<file path="src/rtl/noc_pkg.sv">
// Shared NoC router parameters, port indices and small index helpers.
// Imported by the switch allocator, its arbiter and its bus interface.
package noc_pkg;

    localparam int IN_PORTS      = 5;
    localparam int OUT_PORTS     = 5;
    localparam int OUT_PORT_BITS = 3;
    localparam int IN_IDX_BITS   = $clog2(IN_PORTS);

    typedef logic [OUT_PORT_BITS-1:0] port_t;
    typedef logic [IN_IDX_BITS-1:0]   in_idx_t;

    localparam port_t LOCAL = port_t'(0);
    localparam port_t NORTH = port_t'(1);
    localparam port_t EAST  = port_t'(2);
    localparam port_t SOUTH = port_t'(3);
    localparam port_t WEST  = port_t'(4);

    function automatic in_idx_t next_idx(in_idx_t i);
        return (i == in_idx_t'(IN_PORTS - 1)) ? '0 : i + 1'b1;
    endfunction

endpackage

</file>
<file path="src/rtl/switch_allocator_if.sv">
// Request/grant bundle between input buffers, allocator and crossbar.
// master = requesters and downstream readiness, slave = allocator.
interface switch_allocator_if;
    import noc_pkg::*;

    logic [IN_PORTS-1:0]               req_valid;
    logic [IN_PORTS*OUT_PORT_BITS-1:0] req_ports;
    logic [IN_PORTS-1:0]               req_head;
    logic [IN_PORTS-1:0]               req_tail;
    logic [OUT_PORTS-1:0]              out_ready;
    logic [IN_PORTS-1:0]               grants;
    logic [IN_PORTS*OUT_PORT_BITS-1:0] grant_ports;
    logic [OUT_PORTS-1:0]              out_locked;

    modport master (
        output req_valid, req_ports, req_head, req_tail, out_ready,
        input  grants, grant_ports, out_locked
    );

    modport slave (
        input  req_valid, req_ports, req_head, req_tail, out_ready,
        output grants, grant_ports, out_locked
    );

endinterface

</file>
<file path="src/rtl/rr_arbiter.sv">
// Round-robin pick: first request at or after the pointer, wrapping.
// Purely combinational; the pointer register lives in the caller.
module rr_arbiter
    import noc_pkg::*;
(
    input  logic [IN_PORTS-1:0] i_req,
    input  in_idx_t             i_ptr,
    output logic [IN_PORTS-1:0] o_gnt,
    output in_idx_t             o_idx
);

    logic w_found;
    int   w_j;

    always_comb begin
        o_gnt   = '0;
        o_idx   = '0;
        w_found = 1'b0;
        w_j     = 0;
        for (int k = 0; k < IN_PORTS; k++) begin
            w_j = int'(i_ptr) + k;
            if (w_j >= IN_PORTS) w_j = w_j - IN_PORTS;
            if (!w_found && i_req[w_j]) begin
                w_found    = 1'b1;
                o_gnt[w_j] = 1'b1;
                o_idx      = in_idx_t'(w_j);
            end
        end
    end

endmodule

</file>
<file path="src/rtl/switch_allocator.sv">
// Per-router switch allocator: round-robin per output with wormhole
// locks held from head to tail; grants are combinational.
module switch_allocator
    import noc_pkg::*;
(
    input  logic              clk,
    input  logic              reset,
    input  logic              ON,
    switch_allocator_if.slave bus
);

    logic                r_lock  [OUT_PORTS];
    in_idx_t             r_owner [OUT_PORTS];
    in_idx_t             r_ptr   [OUT_PORTS];

    port_t               w_port    [IN_PORTS];
    logic [IN_PORTS-1:0] w_cand    [OUT_PORTS];
    logic [IN_PORTS-1:0] w_arb_gnt [OUT_PORTS];
    in_idx_t             w_arb_idx [OUT_PORTS];
    logic [IN_PORTS-1:0] w_ogrant  [OUT_PORTS];
    logic [OUT_PORTS-1:0] w_fire;
    logic [OUT_PORTS-1:0] w_lock_vec;
    logic [IN_PORTS-1:0] w_grants;
    logic                w_en;

    assign w_en = ON & reset;

    for (genvar i = 0; i < IN_PORTS; i++) begin : g_port
        assign w_port[i] =
            bus.req_ports[(i+1)*OUT_PORT_BITS-1 -: OUT_PORT_BITS];
    end

    // Only heads compete for a free output; out-of-range ports match none.
    always_comb begin
        for (int o = 0; o < OUT_PORTS; o++) begin
            w_cand[o] = '0;
            for (int i = 0; i < IN_PORTS; i++) begin
                w_cand[o][i] = bus.req_valid[i] & bus.req_head[i]
                             & (w_port[i] == port_t'(o));
            end
        end
    end

    for (genvar o = 0; o < OUT_PORTS; o++) begin : g_arb
        rr_arbiter u_arb (
            .i_req (w_cand[o]),
            .i_ptr (r_ptr[o]),
            .o_gnt (w_arb_gnt[o]),
            .o_idx (w_arb_idx[o])
        );
    end

    always_comb begin
        w_grants = '0;
        w_fire   = '0;
        for (int o = 0; o < OUT_PORTS; o++) begin
            w_ogrant[o] = '0;
            if (w_en && bus.out_ready[o]) begin
                if (r_lock[o]) begin
                    if (bus.req_valid[r_owner[o]] &&
                        w_port[r_owner[o]] == port_t'(o))
                        w_ogrant[o][r_owner[o]] = 1'b1;
                end else begin
                    w_ogrant[o] = w_arb_gnt[o];
                end
            end
            w_fire[o] = |w_ogrant[o];
            w_grants  = w_grants | w_ogrant[o];
        end
    end

    always_comb begin
        for (int o = 0; o < OUT_PORTS; o++) w_lock_vec[o] = r_lock[o];
    end

    assign bus.grants      = w_grants;
    assign bus.grant_ports = bus.req_ports;
    assign bus.out_locked  = w_lock_vec;

    always_ff @(posedge clk or negedge reset) begin
        if (!reset) begin
            for (int o = 0; o < OUT_PORTS; o++) begin
                r_lock[o]  <= 1'b0;
                r_owner[o] <= '0;
                r_ptr[o]   <= '0;
            end
        end else begin
            for (int o = 0; o < OUT_PORTS; o++) begin
                if (w_fire[o]) begin
                    if (r_lock[o]) begin
                        if (bus.req_tail[r_owner[o]]) r_lock[o] <= 1'b0;
                    end else begin
                        // Unlocked grants are always heads.
                        r_ptr[o]  <= next_idx(w_arb_idx[o]);
                        r_lock[o] <= ~bus.req_tail[w_arb_idx[o]];
                        if (!bus.req_tail[w_arb_idx[o]])
                            r_owner[o] <= w_arb_idx[o];
                    end
                end
            end
        end
    end

endmodule
</file>
<file path="src/flat_wrapper.sv">
// flat-port wrapper written by rule: the top's interface ports become plain ports
module switch_allocator_flat import noc_pkg::*;
  (clk, reset, ON, bus_req_valid, bus_req_ports, bus_req_head, bus_req_tail, bus_out_ready, bus_grants, bus_grant_ports, bus_out_locked);
  switch_allocator_if bus_i ();
  input  logic clk;
  input  logic reset;
  input  logic ON;
  input wire logic [$bits(bus_i.req_valid)-1:0] bus_req_valid;
  input wire logic [$bits(bus_i.req_ports)-1:0] bus_req_ports;
  input wire logic [$bits(bus_i.req_head)-1:0] bus_req_head;
  input wire logic [$bits(bus_i.req_tail)-1:0] bus_req_tail;
  input wire logic [$bits(bus_i.out_ready)-1:0] bus_out_ready;
  output wire logic [$bits(bus_i.grants)-1:0] bus_grants;
  output wire logic [$bits(bus_i.grant_ports)-1:0] bus_grant_ports;
  output wire logic [$bits(bus_i.out_locked)-1:0] bus_out_locked;
  assign bus_i.req_valid = bus_req_valid;
  assign bus_i.req_ports = bus_req_ports;
  assign bus_i.req_head = bus_req_head;
  assign bus_i.req_tail = bus_req_tail;
  assign bus_i.out_ready = bus_out_ready;
  assign bus_grants = bus_i.grants;
  assign bus_grant_ports = bus_i.grant_ports;
  assign bus_out_locked = bus_i.out_locked;
  switch_allocator u_core (.clk(clk), .reset(reset), .ON(ON), .bus(bus_i));
endmodule
</file>
<file path="config.mk">
export PLATFORM = sky130hd
export DESIGN_NAME = switch_allocator_flat
export DESIGN_NICKNAME = d
export VERILOG_FILES = /design/src/rtl/noc_pkg.sv /design/src/rtl/switch_allocator_if.sv /design/src/rtl/rr_arbiter.sv /design/src/rtl/switch_allocator.sv /design/src/flat_wrapper.sv
export SDC_FILE = /design/constraint.sdc
export NUM_CORES = 1
export LEC_CHECK = 0
export ABC_AREA = 1
export BUFFER_PORTS_ARGS = -buffer_cell sky130_fd_sc_hd__buf_2
export CAP_MARGIN = 10
export CORE_MARGIN = 5
export CORE_UTILIZATION = 30
export CTS_BUF_LIST = sky130_fd_sc_hd__clkbuf_8
export DETAILED_ROUTE_END_ITERATION = 10
export PLACE_DENSITY = 0.48
export SYNTH_ARGS = -nofsm -noshare
export SYNTH_HDL_FRONTEND = slang
export SYNTH_SLANG_ARGS = --single-unit
</file>
<file path="constraint.sdc">
create_clock -name clk -period 9.86 [get_ports clk]
set_clock_uncertainty 0.1 [all_clocks]
set_input_delay 1.972 -clock clk [delete_from_list [all_inputs] [get_ports clk]]
set_output_delay 1.972 -clock clk [all_outputs]
set_load 0.05 [all_outputs]
</file>
==> results of run 1 <==
## per-stage QoR
stage	hold WS [ns]	instance area (µm²)	setup WS, ns	cells	utilization, %
floorplan	0.364	11300	3.71	2055	-
global route	0.463	12100	2.54	2606	32.4
CTS	0.412	12100	2.74	2602	32.4
global placement	0.388	12000	2.85	2594	32.1
finish	0.412	12100	2.78	2606	32.4
detailed placement	0.391	12000	2.74	2594	32.1
## worst max-delay path by stage
stage                               end  slack, ns  cells after the start
final                     bus_grants[4]       2.78                     17
after global routing      bus_grants[4]       2.54                     15
after CTS                 bus_grants[4]       2.74                     19
after detailed placement  bus_grants[4]       2.74                     19
after global placement    bus_grants[4]       2.85                     19
after floorplan           bus_grants[4]       3.71                     17
## synthesized netlist by cell type (all sizes together)
library cell,number
o31ai,2
a21oi,62
o211ai,9
fa,5
o21ai,121
xor2,20
xnor2,6
dfrtp,35
o221ai,7
nand3,290
nand2,647
nand4,80
a31oi,7
and2,1
nor2,276
o41ai,1
a32oi,4
clkinv,3
a22oi,2
o22ai,13
ha,69
nor3,42
a221oi,5
clkbuf,3
o21bai,3
or2,7
a211oi,2
nand3b,9
nor3b,1
o2111ai,3
buf,32
nor4,4
o21a,5
inv,279
## area by class of cell
| class | instances | area, µm² |
|---|---|---|
| Fill cell | 4337 | 25300 |
| Multi-Input combinational cell | 1703 | 9140 |
| Inverter | 282 | 1070 |
| Sequential cell | 35 | 876 |
| Tap cell | 511 | 639 |
| Timing Repair Buffer | 63 | 318 |
| Clock buffer | 5 | 68.8 |
| Clock inverter | 3 | 20.0 |
| Antenna cell | 4 | 10.0 |
## cell families after synthesis
group,after synthesis,synth area share [%]
xor gates and xnor gates,26,2.21
AOI/OAI and AO/OA,246,13.2
and+or+nand+nor,1357,56.7
buffers and inverters,317,11.6
DFF,35,7.73
adders and majority gates,74,8.50
## layout by cell type (no fill, tap or decap), drive strengths merged, types with 6 or more instances in the layout
| cell type | count |
|---|---|
| nand2 | 647 |
| nand3 | 290 |
| inv | 279 |
| nor2 | 276 |
| o21ai | 121 |
| nand4 | 80 |
| ha | 69 |
| buf | 63 |
| a21oi | 62 |
| nor3 | 42 |
| dfrtp | 35 |
| xor2 | 20 |
| o22ai | 13 |
| o211ai | 9 |
| nand3b | 9 |
| a31oi | 7 |
| o221ai | 7 |
| or2 | 7 |
| xnor2 | 6 |
## worst register-to-register path, stage by stage (launching register included)
cell and delay [ns]:
dfrtp_1 0.78, clkinv_1 0.49, ha_1 0.42, ha_1 0.32, inv_1 0.04, a21oi_1 0.39, nor2_1 0.15, nand3_1 0.13
nand3_2 0.29, nand4_1 0.31, o21ai_0 0.13, nor2_1 0.16, nand3_1 0.11, nand2_1 0.15, nand3_1 0.16, o21ai_2 0.30
nor2_2 0.10, nand2_1 0.07, nand2_1 0.05
## flip-flops by register name, summed over array words and instances, names as in the netlist
name / count
u_core.r_owner: 15
u_core.r_ptr: 15
u_core.bus.out_locked: 5
## per-layer routing
| layer | global-route usage, % | vias to the layer above | wire (µm) |
|---|---|---|---|
| li1 | - | 6847 | - |
| met1 | 29.4 | 6186 | 21100 |
| met2 | 32.9 | 422 | 19500 |
| met3 | 2.28 | 60 | 2430 |
| met4 | 4.36 | 4 | 925 |
| met5 | 0 | - | 27 |
==> flow_summary_export.csv, run 1 <==
group,metric,value,unit
floorplan,core,37500,µm²
critical_path,cp_max_fo,11,
sta,period_share,71.8,%
cts,worstSkewPairLatency,0.33,ns
sta,fin_tns_setup,0,ns
sta,rsz0062_at_grt,"false",
cts,cts-hold-fix-buffers,0,
sta,worst_pin_slew,0.903,ns
sta,setup_viol,0,
status,status,"completed",
critical_path,crit_type,"primary input to output pin",
cts,postCtsSetupRepairBufs,0,
sta,period_minus_slack,7.08,ns
critical_path,path_delay_family,"simple AND/OR/NAND/NOR gates",
cts,h-tree-depth,2,
sta,slew_headroom,39.4,%
yosys,ys_types,58,
sta,maxClockFrequency,141,MHz
drt,via_count,13500,
critical_path,crit_top_cell,"nand3_1",
floorplan,num_rows,71,
cts,cts_sinks,35,
yosys,ys_seq_elements,35,
place,io_buffers,62,
cts,post_cts_resized,0,
yosys,syn-cell-area,11300,µm²
critical_path,timing.rr.start,"u_core.r_ptr[12]$_DFFE_PN0P_",
drt,firstDrtPassIters,6,
cells_and_area,nets,2202,
cts,cts_tree,"built",
drt,drc,0,
critical_path,r2r_cells,18,
sta,final_max_slew_viol_count,0,
place,place.gp.congestion,0.984,
yosys,yosysTopAreaCellShare,20.1,%
yosys,syn-num-nets,2167,
run,cap_violations,0,
critical_path,startpoint,"bus_req_valid[3]",
critical_path,slowest_stage,"nor2_1",
floorplan,die_y,204,µm
floorplan,die_w,204,µm
drt,wirelength,43.9,mm
global_route,grt_max_degree,37,
cts,clkSlewWorstSetupHoldPaths,0.09,ns
cells_and_area,drive_gt1_share,11.9,%
worst_hold_path,hold_path.class,"register to register",
global_route,grt_usage,20.4,%
drt,ant_nets,0,
global_route,grt_pass1_wl,68.7,mm
yosys,synth_area_leaders,"nand2_1 (20%), nand3_1 (11%), inv_1 (8.4%), nor2_1 (8.0%), dfrtp_1 (7.7%)",
critical_path,crit_buf_inv,4,
cts,cts_buffer_depth,2,
drt,wire_per_inst,16.9,µm
yosys,yosysWarnings,0,
critical_path,r2r-end,"u_core.r_owner[14]$_DFFE_PN0P_",
place,hpwl,36.7,mm
cts,cts-root-buf,"clkbuf_8",
worst_hold_path,whs_path_depth,2,
cts,cts_buffers,5,
drt,vias_per_cell,5.19,
sta,final_hold_viol_count,0,
floorplan,pin_count,63,
floorplan,design.die.area,41800,µm²
critical_path,cp-end-kind,"output pin",
yosys,ys_seq_area_share,7.73,%
critical_path,r2r_setup_slack,5.11,ns
critical_path,worst_ep_required_time,7.79,ns
yosys,syn_area_per_cell,5.52,µm²
global_route,overflow,0,
global_route,grt_pass1_vias,12300,
critical_path,cpPeakStageDelay,0.39,ns
floorplan,initial_core_util,30.2,%
worst_hold_path,hold_start,"u_core.r_owner[4]$_DFFE_PN0P_",
global_route,grt_antenna_before_repair,6,
critical_path,crit_arrival,5.01,ns
drt,drtIter0Drc,1179,
yosys,syn_inst,2055,
worst_hold_path,min_to,"u_core.r_owner[4]$_DFFE_PN0P_",
yosys,yosysTopAreaCell,"nand2_1",
critical_path,crit_chain,"buf_2 > nand2_1 > nor2_1 > nand3_1 > inv_1 > nand2_1 > nand3_1 > nand3_2 > inv_2 > nor2_1 > nand2_1 > o21ai_1 > nor2_1 > nand3_1 > a221oi_1 > nand3_1 > buf_2",
cells_and_area,areaGrowthSynthToFinish,7.12,%
critical_path,crit_path_start_kind,"primary input",
Power of run 1 is not shown: default switching activity piles up to over one toggle a cycle in this logic, so the estimate is an artifact.
==> run 2: changes to the inputs <==
- ABC_AREA: 1 -> 0
- PLACE_DENSITY: 0.48 -> 0.5
- clock period: 9.86 -> 6.2 ns (I/O delays scaled with it)
==> run 2 against run 1 <==
  * Sequential share of layout area shrank 0.60 points
  * Hold slack gained 0.095 ns
  * Design area grew 9.4%
  * Area after synthesis grew 4.8%
  * Critical path depth shrank 5
  * Count of clock-buffer cells in the layout is the same
  * Register-to-register slack lost 4.0 ns
  * Final cell count shrank 13%
  * Critical path type unchanged
  * Largest cell class unchanged
  * Routed wire length grew 15%
  * Core utilization grew 1.3 points
  * Global-route usage grew 1.5 points
==> flow_summary_export.csv, run 2 <==
group,metric,value,unit
yosys,ys_types,121,
global_route,grt_pass1_vias,12900,
yosys,yosysWarnings,0,
floorplan,die_w,209,µm
yosys,syn-num-nets,1802,
global_route,overflow,0,
drt,firstDrtPassIters,6,
yosys,yosysTopAreaCellShare,7.37,%
floorplan,design.die.area,43700,µm²
cells_and_area,final_cell_mix,"nor2_1 (146), nand2_1 (125), a21oi_1 (125)",
yosys,synth_compound_area_share,37.3,%
floorplan,core,39500,µm²
cells_and_area,areaGrowthSynthToFinish,11.8,%
run,cap_violations,0,
yosys,ys_seq_area_share,7.37,%
cells_and_area,diodes,0,
cts,cts_sinks,35,
drt,via_count,13900,
yosys,yosysMostFrequentCell,"nor2_1",
worst_hold_path,hold_path.class,"register to register",
yosys,syn_area_per_cell,7.03,µm²
sta,period_minus_slack,6.04,ns
cts,cts-root-buf,"clkbuf_8",
drt,vias_per_cell,6.11,
place,hpwl,40.9,mm
cells_and_area,stdcell_area,13300,µm²
global_route,grtUsageMet3,2.63,%
sta,final_max_slew_viol_count,0,
yosys,syn-cell-area,11900,µm²
place,placed_area,13100,µm²
sta,final_hold_viol_count,0,
yosys,yosysTopAreaCell,"dfrtp_1",
sta,slew_headroom,45.3,%
critical_path,crit_arrival,4.70,ns
cts,cts_buffer_depth,2,
yosys,ys_seq_elements,35,
critical_path,cp-end-kind,"output pin",
drt,ant_nets,0,
yosys,synthSimpleGateAreaFrac,29.8,%
floorplan,pin_count,63,
global_route,grt_max_degree,32,
yosys,syn_inst,1690,
floorplan,initial_core_util,30.1,%
yosys,synth_edf_count,0,
sta,rsz0062_at_grt,"false",
critical_path,worst_ep_required_time,4.86,ns
global_route,grt_antenna_before_repair,2,
yosys,synth_top_family_by_area,"compound AO/OA/AOI/OAI gates",
global_route,top_usage_layer,"met2",
cells_and_area,drive_gt1_share,16.2,%
cells_and_area,nets,1866,
place,io_buffers,62,
global_route,grt_usage,21.9,%
critical_path,cp_max_fo,7,
yosys,synth_area_leaders,"dfrtp_1 (7.4%), ha_1 (7.3%), a21oi_1 (5.3%), o21ai_0 (5.1%), mux2i_1 (4.8%)",
yosys,ys.flop_type,"dfrtp_1",
cts,h-tree-depth,2,
drt,drtIter0Drc,1346,
critical_path,crit_type,"primary input to output pin",
drt,wirelength,50.7,mm
cts,worstSkewPairLatency,0.33,ns
sta,maxClockFrequency,165,MHz
sta,setup_slack,0.156,ns
sta,setup_viol,0,
critical_path,r2r_setup_slack,1.15,ns
cts,clkSlewWorstSetupHoldPaths,0.09,ns
global_route,grtUsageMet1,30.6,%
yosys,muxShareOfSynthArea,8.13,%
status,status,"completed",
global_route,grt_pass1_wl,77.1,mm
cells_and_area,final_common_cell,"nor2_1",
yosys,synthArstFlopShare,100,%
place,place.gp.congestion,0.974,
cts,cts_tree,"built",
floorplan,die_y,209,µm
sta,period_share,97.5,%
yosys,synthXorXnorAreaFrac,2.20,%
yosys,synthTopCellsByCount,"nor2_1 (146), a21oi_1 (125), nand2_1 (125)",
global_route,globalRouteMet2Util,35.3,%
cts,cts_buffers,5,
drt,drc,0,
sta,worst_pin_slew,0.816,ns
cts,cts-hold-fix-buffers,0,
yosys,synthAdderAreaFrac,8.11,%
floorplan,num_rows,73,
drt,wire_per_inst,22.2,µm
critical_path,crit_path_start_kind,"primary input",
place,place_ws,-0.0972,ns
==> run 2: cell types whose count changed after synthesis, moves of 33 or more <==
cell,delta
mux2i_1,+57
a31oi_1,+33
nand2_2,-33
nor2b_1,+34
nand2_1,-483
nand3_1,-190
nand3_2,-35
clkbuf_1,+47
a21oi_1,+69
inv_1,-185
nor2_1,-96
nand4_1,-61
nand2b_1,+43
==> run 2: final timing paths <==
check	startpoint	endpoint	depth (start not counted)
min in group asynchronous	reset	u_core.bus.out_locked[4]$_DFFE_PN0P_	1
worst min-delay path	u_core.r_ptr[5]$_DFFE_PN0P_	u_core.r_ptr[5]$_DFFE_PN0P_	2
worst max-delay path	bus_req_ports[11]	bus_grants[0]	12
max in group asynchronous	reset	u_core.r_ptr[7]$_DFFE_PN0P_	2
worst max register to register	u_core.r_ptr[10]$_DFFE_PN0P_	u_core.r_owner[10]$_DFFE_PN0P_	15
worst min register to register	u_core.r_ptr[5]$_DFFE_PN0P_	u_core.r_ptr[5]$_DFFE_PN0P_	2
==> run 2: kinds of logic after synthesis <==
| kind of cell | Yosys count |
|---|---|
| xor+xnor | 29 |
| mux | 85 |
| compound gates | 617 |
| fa+ha+maj | 74 |
| buf+inv | 189 |
| simple gates | 661 |
| flops | 35 |
==> run 2: timing repair <==
action	4_1_cts	5_1_grt
setup endpoints to repair	2	4
gates resized for setup	1	9
endpoints found under the hold margin	0	0
buffers inserted	0	1
cloned	0	0
==> run 2: metal layers <==
| metal | vias to the layer above | wire, µm |
|---|---|---|
| met4 | 4 | 1740 |
| li1 | 6592 | - |
| met1 | 6733 | 23000 |
| met5 | - | 21 |
| met3 | 93 | 2830 |
| met2 | 516 | 23100 |
==> run 2: cell type report <==
class	count	area [µm²]
Sequential cell	35	878
Timing Repair Buffer	171	1160
Fill cell	4290	26200
Tap cell	525	657
Multi-Input combinational cell	1466	10200
Inverter	75	282
Clock inverter	3	47.5
Clock buffer	5	68.8
==> run 2: worst max-delay path, stage by stage <==
cell and delay (ns):
buf_2 0.16, nand3b_1 0.39, nor3_1 0.16, a2111oi_0 0.47, or4_1 0.26, o21a_1 0.22, nand3_1 0.20, or4b_1 0.60
a31oi_1 0.34, nor2_1 0.17, nand4_1 0.18, buf_2 0.29
==> run 2: metrics by stage <==
step	std cells	util, %	hold WS, ns	setup TNS [ns]
finish	2280	33.7	0.507	0
global route	2280	33.7	0.514	0
CTS	2279	33.6	0.503	0
detailed placement	2271	33.3	0.480	-0.107
global placement	2271	33.3	0.478	-0.209
floorplan	1690	-	0.463	0
Power of run 2 is left out for the same reason.
